<file path="config.mk">
export PLATFORM = sky130hd
export DESIGN_NAME = ysyx_22051013_divider
export DESIGN_NICKNAME = d
export VERILOG_FILES = /design/src/rtl/ysyx_22051013_divider.sv
export SDC_FILE = /design/constraint.sdc
export NUM_CORES = 1
export LEC_CHECK = 0
export ABC_AREA = 1
export CORE_UTILIZATION = 54
export DETAILED_ROUTE_END_ITERATION = 10
export PLACE_DENSITY = 0.75
export SYNTH_ARGS = -nofsm -noshare
export SYNTH_HDL_FRONTEND = slang
export SYNTH_SLANG_ARGS = --single-unit
</file>
<file path="constraint.sdc">
create_clock -name clk -period 2.3 [get_ports clk]
set_input_delay 0.46 -clock clk [delete_from_list [all_inputs] [get_ports clk]]
set_output_delay 0.46 -clock clk [all_outputs]
set_load 0.01 [all_outputs]
</file>
<file path="src/rtl/ysyx_22051013_divider.sv">
// ysyx_22051013_divider: iterative radix-2 restoring divider for RV64M
// DIV/DIVU/REM/REMU and the W-forms. One quotient bit per cycle; quotient and
// remainder are presented together for one cycle in DONE.
// Optional feature: define YSYX_22051013_DIV_FAST_EN to short-circuit
// divide-by-zero straight from IDLE to DONE.
module ysyx_22051013_divider (
  input  logic        clk,
  input  logic        rst,
  input  logic        div_valid,
  input  logic        flush,
  input  logic        div_signed,
  input  logic        divw,
  input  logic [63:0] dividend,
  input  logic [63:0] divisor,
  output logic        div_ready,
  output logic        out_valid,
  output logic [63:0] quotient,
  output logic [63:0] remainder
);

  typedef enum logic [1:0] {S_IDLE, S_DIV, S_FIX, S_DONE} state_t;

  state_t      state_q, state_d;
  logic [5:0]  cnt_q, cnt_d;
  // Partial remainder is always below the divisor, so 64 bits hold it; the
  // 65th bit only exists in the trial value below.
  logic [63:0] rem_q, rem_d;
  // Dividend shift register; quotient bits enter at the LSB.
  logic [63:0] dvd_q, dvd_d;
  logic [63:0] dvs_q, dvs_d;
  logic [63:0] orig_q, orig_d;
  logic        sign_q_q, sign_q_d;
  logic        sign_r_q, sign_r_d;
  logic        zero_q, zero_d;
  logic        w_q, w_d;
  logic [63:0] quot_out_q, quot_out_d;
  logic [63:0] rem_out_q, rem_out_d;

  logic        accept;
  logic [63:0] op_dvd, op_dvs, abs_dvd, abs_dvs;
  logic        sd, sv, op_zero;
  logic [64:0] trial, trial_sub;
  logic        q_bit;
  logic [63:0] q_fix, r_fix;
  logic [5:0]  cnt_last;

  // Handshake and masked result outputs; flush kills the strobe immediately.
  always_comb begin
    div_ready = (state_q == S_IDLE) && !flush;
    out_valid = (state_q == S_DONE) && !flush;
    quotient  = out_valid ? quot_out_q : 64'd0;
    remainder = out_valid ? rem_out_q  : 64'd0;
  end

  // Operand preparation for the accept cycle: W-form extension and magnitudes.
  always_comb begin
    accept  = div_valid && div_ready;
    op_dvd  = divw ? {{32{div_signed & dividend[31]}}, dividend[31:0]} : dividend;
    op_dvs  = divw ? {{32{div_signed & divisor[31]}},  divisor[31:0]}  : divisor;
    sd      = div_signed & op_dvd[63];
    sv      = div_signed & op_dvs[63];
    abs_dvd = sd ? (64'd0 - op_dvd) : op_dvd;
    abs_dvs = sv ? (64'd0 - op_dvs) : op_dvs;
    op_zero = (op_dvs == 64'd0);
  end

  // One restoring step: shift in the next dividend bit and try to subtract.
  always_comb begin
    trial     = {rem_q, dvd_q[63]};
    q_bit     = (trial >= {1'b0, dvs_q});
    trial_sub = trial - {1'b0, dvs_q};
    cnt_last  = w_q ? 6'd31 : 6'd63;
  end

  // Final correction: restore signs, apply divide-by-zero values, W-extend.
  always_comb begin
    q_fix = (sign_q_q && !zero_q) ? (64'd0 - dvd_q) : dvd_q;
    r_fix = sign_r_q ? (64'd0 - rem_q) : rem_q;
    if (zero_q) begin
      q_fix = {64{1'b1}};
      r_fix = orig_q;
    end
    if (w_q) begin
      q_fix = {{32{q_fix[31]}}, q_fix[31:0]};
      r_fix = {{32{r_fix[31]}}, r_fix[31:0]};
    end
  end

  // Next-state and datapath update for the IDLE/DIV/FIX/DONE sequence.
  always_comb begin
    state_d    = state_q;
    cnt_d      = cnt_q;
    rem_d      = rem_q;
    dvd_d      = dvd_q;
    dvs_d      = dvs_q;
    orig_d     = orig_q;
    sign_q_d   = sign_q_q;
    sign_r_d   = sign_r_q;
    zero_d     = zero_q;
    w_d        = w_q;
    quot_out_d = quot_out_q;
    rem_out_d  = rem_out_q;
    case (state_q)
      S_IDLE: begin
        if (accept) begin
          sign_q_d = sd ^ sv;
          sign_r_d = sd;
          zero_d   = op_zero;
          w_d      = divw;
          orig_d   = op_dvd;
          dvs_d    = abs_dvs;
          // W-form: park the 32 live bits at the top so they leave MSB first.
          dvd_d    = divw ? {abs_dvd[31:0], 32'd0} : abs_dvd;
          rem_d    = 64'd0;
          cnt_d    = 6'd0;
`ifdef YSYX_22051013_DIV_FAST_EN
          if (op_zero) begin
            state_d    = S_DONE;
            quot_out_d = {64{1'b1}};
            rem_out_d  = divw ? {{32{op_dvd[31]}}, op_dvd[31:0]} : op_dvd;
          end else begin
            state_d = S_DIV;
          end
`else
          state_d = S_DIV;
`endif
        end
      end
      S_DIV: begin
        rem_d = q_bit ? trial_sub[63:0] : trial[63:0];
        dvd_d = {dvd_q[62:0], q_bit};
        cnt_d = cnt_q + 6'd1;
        if (cnt_q == cnt_last) state_d = S_FIX;
      end
      S_FIX: begin
        quot_out_d = q_fix;
        rem_out_d  = r_fix;
        state_d    = S_DONE;
      end
      default: state_d = S_IDLE;
    endcase
    if (flush) state_d = S_IDLE;
  end

  // State and datapath registers with synchronous reset.
  always_ff @(posedge clk) begin
    if (rst) begin
      state_q    <= S_IDLE;
      cnt_q      <= 6'd0;
      rem_q      <= 64'd0;
      dvd_q      <= 64'd0;
      dvs_q      <= 64'd0;
      orig_q     <= 64'd0;
      sign_q_q   <= 1'b0;
      sign_r_q   <= 1'b0;
      zero_q     <= 1'b0;
      w_q        <= 1'b0;
      quot_out_q <= 64'd0;
      rem_out_q  <= 64'd0;
    end else begin
      state_q    <= state_d;
      cnt_q      <= cnt_d;
      rem_q      <= rem_d;
      dvd_q      <= dvd_d;
      dvs_q      <= dvs_d;
      orig_q     <= orig_d;
      sign_q_q   <= sign_q_d;
      sign_r_q   <= sign_r_d;
      zero_q     <= zero_d;
      w_q        <= w_d;
      quot_out_q <= quot_out_d;
      rem_out_q  <= rem_out_d;
    end
  end

endmodule

</file>
==> metrics.txt, run 1 <==
status=stopped before the end; Fail Step=global routing (5_1_grt); Tool Error=[ERROR GRT-0116] Global routing finished with congestion. Check the congestion regions in the DRC Viewer.; Yosys cell types=55; area fraction in compound gates after synthesis=17.9%; starting density of the core=55.0%; syn_nets=5,898; EDFF count, synth=0; Hold Buf Count CTS=0; mux contribution to synthesized area=0.0313%; Die Width=245 microns; number of global-route vias before repair=48,200; simple-gate share of the synthesized area=36.2%; synthesized cell area=32,000 sq um; CTS max path bufs=3; Die Height=245 microns; GRT Total Usage=65.7%; number of buffers created by CTS=46; H-tree depth=2; first-pass GRT wire length=296,000 microns; dpl hpwl=113,000 microns; largest net degree at the start of global routing=88; sequential fraction of the synthesis area=24.8%; gr ovfl total=19; io pins=264; dpl ws=-0.736 ns; Yosys reg bits=396; Mapped Cells=5,690; clk sinks=396; Buffers on Ports=263; XOR/XNOR Fraction of Synth Area=3.45%; largest family of logic cells by synthesized area=simple AND/OR/NAND/NOR gates; yosys warns=0; Synth Area per Inst=5.62 sq um; adder-cell share of the synthesized area=2.92%; Root Buffer=clkbuf_16; Synth async-reset ratio=0%; Main synth FF type=dfxtp_1; FP Rows=88; GPL Wtd Cong=1.11
-- cell families after synthesis --
| logic type | count (synthesis) |
|---|---|
| adders and majority gates | 74 |
| muxes | 1 |
| DFF | 396 |
| and+or+nand+nor | 2814 |
| buffers and inverters | 1218 |
| AOI/OAI and AO/OA | 1061 |
| xor gates and xnor gates | 126 |
-- synthesized netlist by cell type (32+ instances only) --
| cell | count | area [sq um] |
|---|---|---|
| nor3_1 | 49 | 245 |
| nor2_1 | 714 | 2680 |
| o211ai_1 | 34 | 255 |
| inv_1 | 967 | 3630 |
| xor2_1 | 81 | 709 |
| a31oi_1 | 42 | 263 |
| buf_2 | 35 | 175 |
| ha_1 | 73 | 913 |
| nand3_1 | 407 | 2040 |
| o22ai_1 | 32 | 200 |
| nand4_1 | 75 | 469 |
| xnor2_1 | 45 | 394 |
| a21oi_1 | 470 | 2350 |
| clkbuf_1 | 180 | 676 |
| dfxtp_1 | 396 | 7930 |
| o21ai_0 | 407 | 2040 |
| nand2_1 | 1498 | 5620 |
-- repair_timing --
action,4_1_cts
resized for setup,1012
gates cloned,18
buffers inserted,89
pin swaps,185
setup endpoints to repair,348
-- metrics by stage --
step	setup TNS, ns	cells	cell area (sq um)	utilization (%)
after CTS	-6.55	7576	47200	81.2
after detailed placement	-117.57	7387	41800	71.9
after global placement	-103.01	7387	41800	71.9
after floorplan	0	5690	32000	-
-- layer usage --
| metal | GRT usage, % | GRT overflow |
|---|---|---|
| met1 | 74.0 | 3 |
| met5 | 29.8 | 1 |
| met4 | 46.2 | 6 |
| met2 | 79.9 | 6 |
| met3 | 50.0 | 3 |
==> inputs of run 2 (changes only) <==
--- a/config.mk
+++ b/config.mk
@@ -6,9 +6,9 @@
 export NUM_CORES = 1
 export LEC_CHECK = 0
 export ABC_AREA = 1
-export CORE_UTILIZATION = 54
+export CORE_UTILIZATION = 40
 export DETAILED_ROUTE_END_ITERATION = 10
-export PLACE_DENSITY = 0.75
+export PLACE_DENSITY_LB_ADDON = 0.15
 export SYNTH_ARGS = -nofsm -noshare
 export SYNTH_HDL_FRONTEND = slang
 export SYNTH_SLANG_ARGS = --single-unit
==> constraint.sdc (replaced) <==
create_clock -name clk -period 3 [get_ports clk]
set_input_delay 0.6 -clock clk [delete_from_list [all_inputs] [get_ports clk]]
set_output_delay 0.6 -clock clk [all_outputs]
set_load 0.01 [all_outputs]
==> run 2 against run 1 <==
The flow now finishes without violations. Synthesized area unchanged. Synthesized cell count unchanged.
==> metrics.txt, run 2 <==
CTS tree=yes; GR Layer Usage met2=52.1%; grt met3 use=4.43%; CP cell instances=clkinvlp_4, ha_4, buf_4, nand2_1, buf_4, nor2_1, nand3_1, nor2_1, nand2_1, nand3_1, nor2_4, nand2_4, buf_12, buf_4, nand3_1, nand2_2, a21oi_1; # fillers=8,497; Avg WL per Cell=20.4 microns; FP Rows=103 (+17%); Worst EP required=3.43 ns; synthesized cell area=32,000 sq um (unchanged); number of global-route vias before repair=34,800; most instantiated cells after synthesis=1,498 x nand2_1, 967 x inv_1, 714 x nor2_1; NumNets Final=6,416; vias per std cell=5.31; sequential fraction of the synthesis area=24.8% (unchanged); static leakage=19.9 nW; measured slew at the worst slew-check pin=1.04 ns; Slew HR=30.7%; EDFF count, synth=0 (unchanged); most frequent cells in the layout=1,488 x nand2_1, 960 x inv_1, 702 x nor2_1; Yosys top cell area share=24.8% (unchanged); initial antenna violation count=1; Max-Cap Viols=0; minimum clock period=2.97 ns; RSZ-0062 raised after global routing=true; met1 Resource Use GR=54.5%; Critical Path AT=3.40 ns; Final setup viols=0; Main synth FF type=dfxtp_1; Inst Count DP=7,204 (-2.5%); period utilization=99.1%; io pins=264 (unchanged); Finished Core Util=51.4%; Hold Buf Count CTS=0 (unchanged); Max Slew Vio Count=0; clk sinks=396 (unchanged); Yosys reg bits=396 (unchanged); slowest CP cell=ha_4; top cells by area, synth=dfxtp_1 25%, nand2_1 18%, inv_1 11%; GRT Total Usage=35.4%; P&R area growth vs syn=27.0%; Synth async-reset ratio=0% (unchanged); global routing's busiest layer=met1; Crit. End Element=flop; H-tree depth=2 (unchanged); CP startpoint kind=flop; most common cell after layout, fill and taps aside=nand2_1; PnR worst setup slack=0.0281 ns; CTS max path bufs=3 (unchanged); number of buffers created by CTS=48 (+4.3%); Slowest Stage Delay on Critical Path=0.37 ns; hold crit path type=primary input to flop; Core Region=79,000 sq um; area leader, netlist=dfxtp_1; achievable clock frequency=0.336 GHz; first-pass detailed-route iteration total=6; die footprint=81,000 sq um; cell family with most CP delay=simple AND/OR/NAND/NOR gates; skew final=0.0324 ns; Synth Area per Inst=5.62 sq um (unchanged); Die Height=285 microns (+16%); Root Buffer=clkbuf_16; dpl hpwl=121,000 microns (+7.0%); worst path bufs/invs=5; dpl ws=-0.320 ns (+0.416 ns); Buffers on Ports=263 (unchanged); antenna viol nets, final=0; Initial DRC Count=4,063; CP max FO=12; starting density of the core=40.5% (-15 points); Mapped Cells=5,690 (unchanged); GPL Wtd Cong=1.05 (-4.7%); final hold vios=0; status=complete, no violations; Worst-Skew Late Latency=0.60 ns; Final TNS setup=0 ns; cell with the most instances after synthesis=nand2_1; largest net degree at the start of global routing=128; yosys warns=0 (unchanged); Via Count=38,800; VDD IR max=0.451 mV; Yosys cell types=55 (unchanged); final wirelength=149,000 microns; first-pass GRT wire length=218,000 microns; Die Width=285 microns (+16%); drt drc=0; gr ovfl total=0; PwrDens=431 nW/um^2; Setup CP Type=flop to flop; clk slew on worst S/H paths=0.06 ns; layout cells sized above 1=10.0%; syn_nets=5,898 (unchanged); Final Non-Filler Cells=7,296
[run 2: cell counts after synthesis]
Identical to the previous run, type by type.
[run 2: kinds of logic after synthesis]
group	Yosys count	synth area share, %
AOI/OAI and AO/OA	1061	17.9
buffers and inverters	1218	14.7
DFF	396	24.8
xor gates and xnor gates	126	3.45
muxes	1	0.0313
adders and majority gates	74	2.92
and+or+nand+nor	2814	36.2
[run 2: worst reg2reg max path, delay by kind of cell (launching register included)]
family / cells / cell delay (ns)
simple gates: 10 / 1.14
flops: 1 / 0.35
compound gates: 1 / 0.07
buf+inv: 5 / 0.85
fa+ha+maj: 1 / 0.38
[run 2: layout make-up]
class / instances / area [sq um] / area share (%)
Multi-Input combinational cell: 4076 / 19600 / 48.2
Sequential cell: 396 / 7930 / 19.5
Timing Repair Buffer: 714 / 6380 / 15.7
Inverter: 972 / 3670 / 9.03
Clock buffer: 63 / 1380 / 3.40
Tap cell: 1050 / 1310 / 3.24
Clock inverter: 24 / 344 / 0.848
Antenna cell: 1 / 2.50 / 0.00617
[run 2: where the power goes]
part | switching (mW) | internal, mW | total, mW
sequential | 0.256 | 5.61 | 5.87
combinational | 3.41 | 1.76 | 5.17
clock | 2.52 | 3.92 | 6.44
total | 6.18 | 11.3 | 17.5
[run 2: what timing repair did]
action,in CTS,in global routing
cloned,0,1
buffers inserted,0,3
endpoints found under the setup margin,5,76
pin swaps,0,1
resized for setup,6,42
[run 2: per-layer routing]
metal  up-vias  wire length, microns
li1      19100                     -
met1     17900                 72500
met2      1584                 60700
met3       146                 12700
met4         0                  2690
met5         -                     0
[run 2: final timing paths]
kind | from | to | slack (ns) | cells after the start
worst max-delay path | dvs_q[3] | rem_q[51] | 0.03 | 17
worst min-delay path | rst | rem_q[43] | 0.41 | 2
worst max register to register | dvs_q[3] | rem_q[51] | 0.03 | 17
worst min register to register | orig_q[26] | orig_q[26] | 0.46 | 2
[run 2: through the flow]
stage               power [mW]  instance area, sq um  hold slack, ns
floorplan                 8.68                 32000           0.429
global placement          10.9                 38600           0.449
detailed placement        10.9                 38600           0.452
CTS                       17.4                 40300           0.383
global route              18.2                 40600           0.418
finish                    17.5                 40600           0.408
Note: power is estimated with default switching activity, not from simulation.
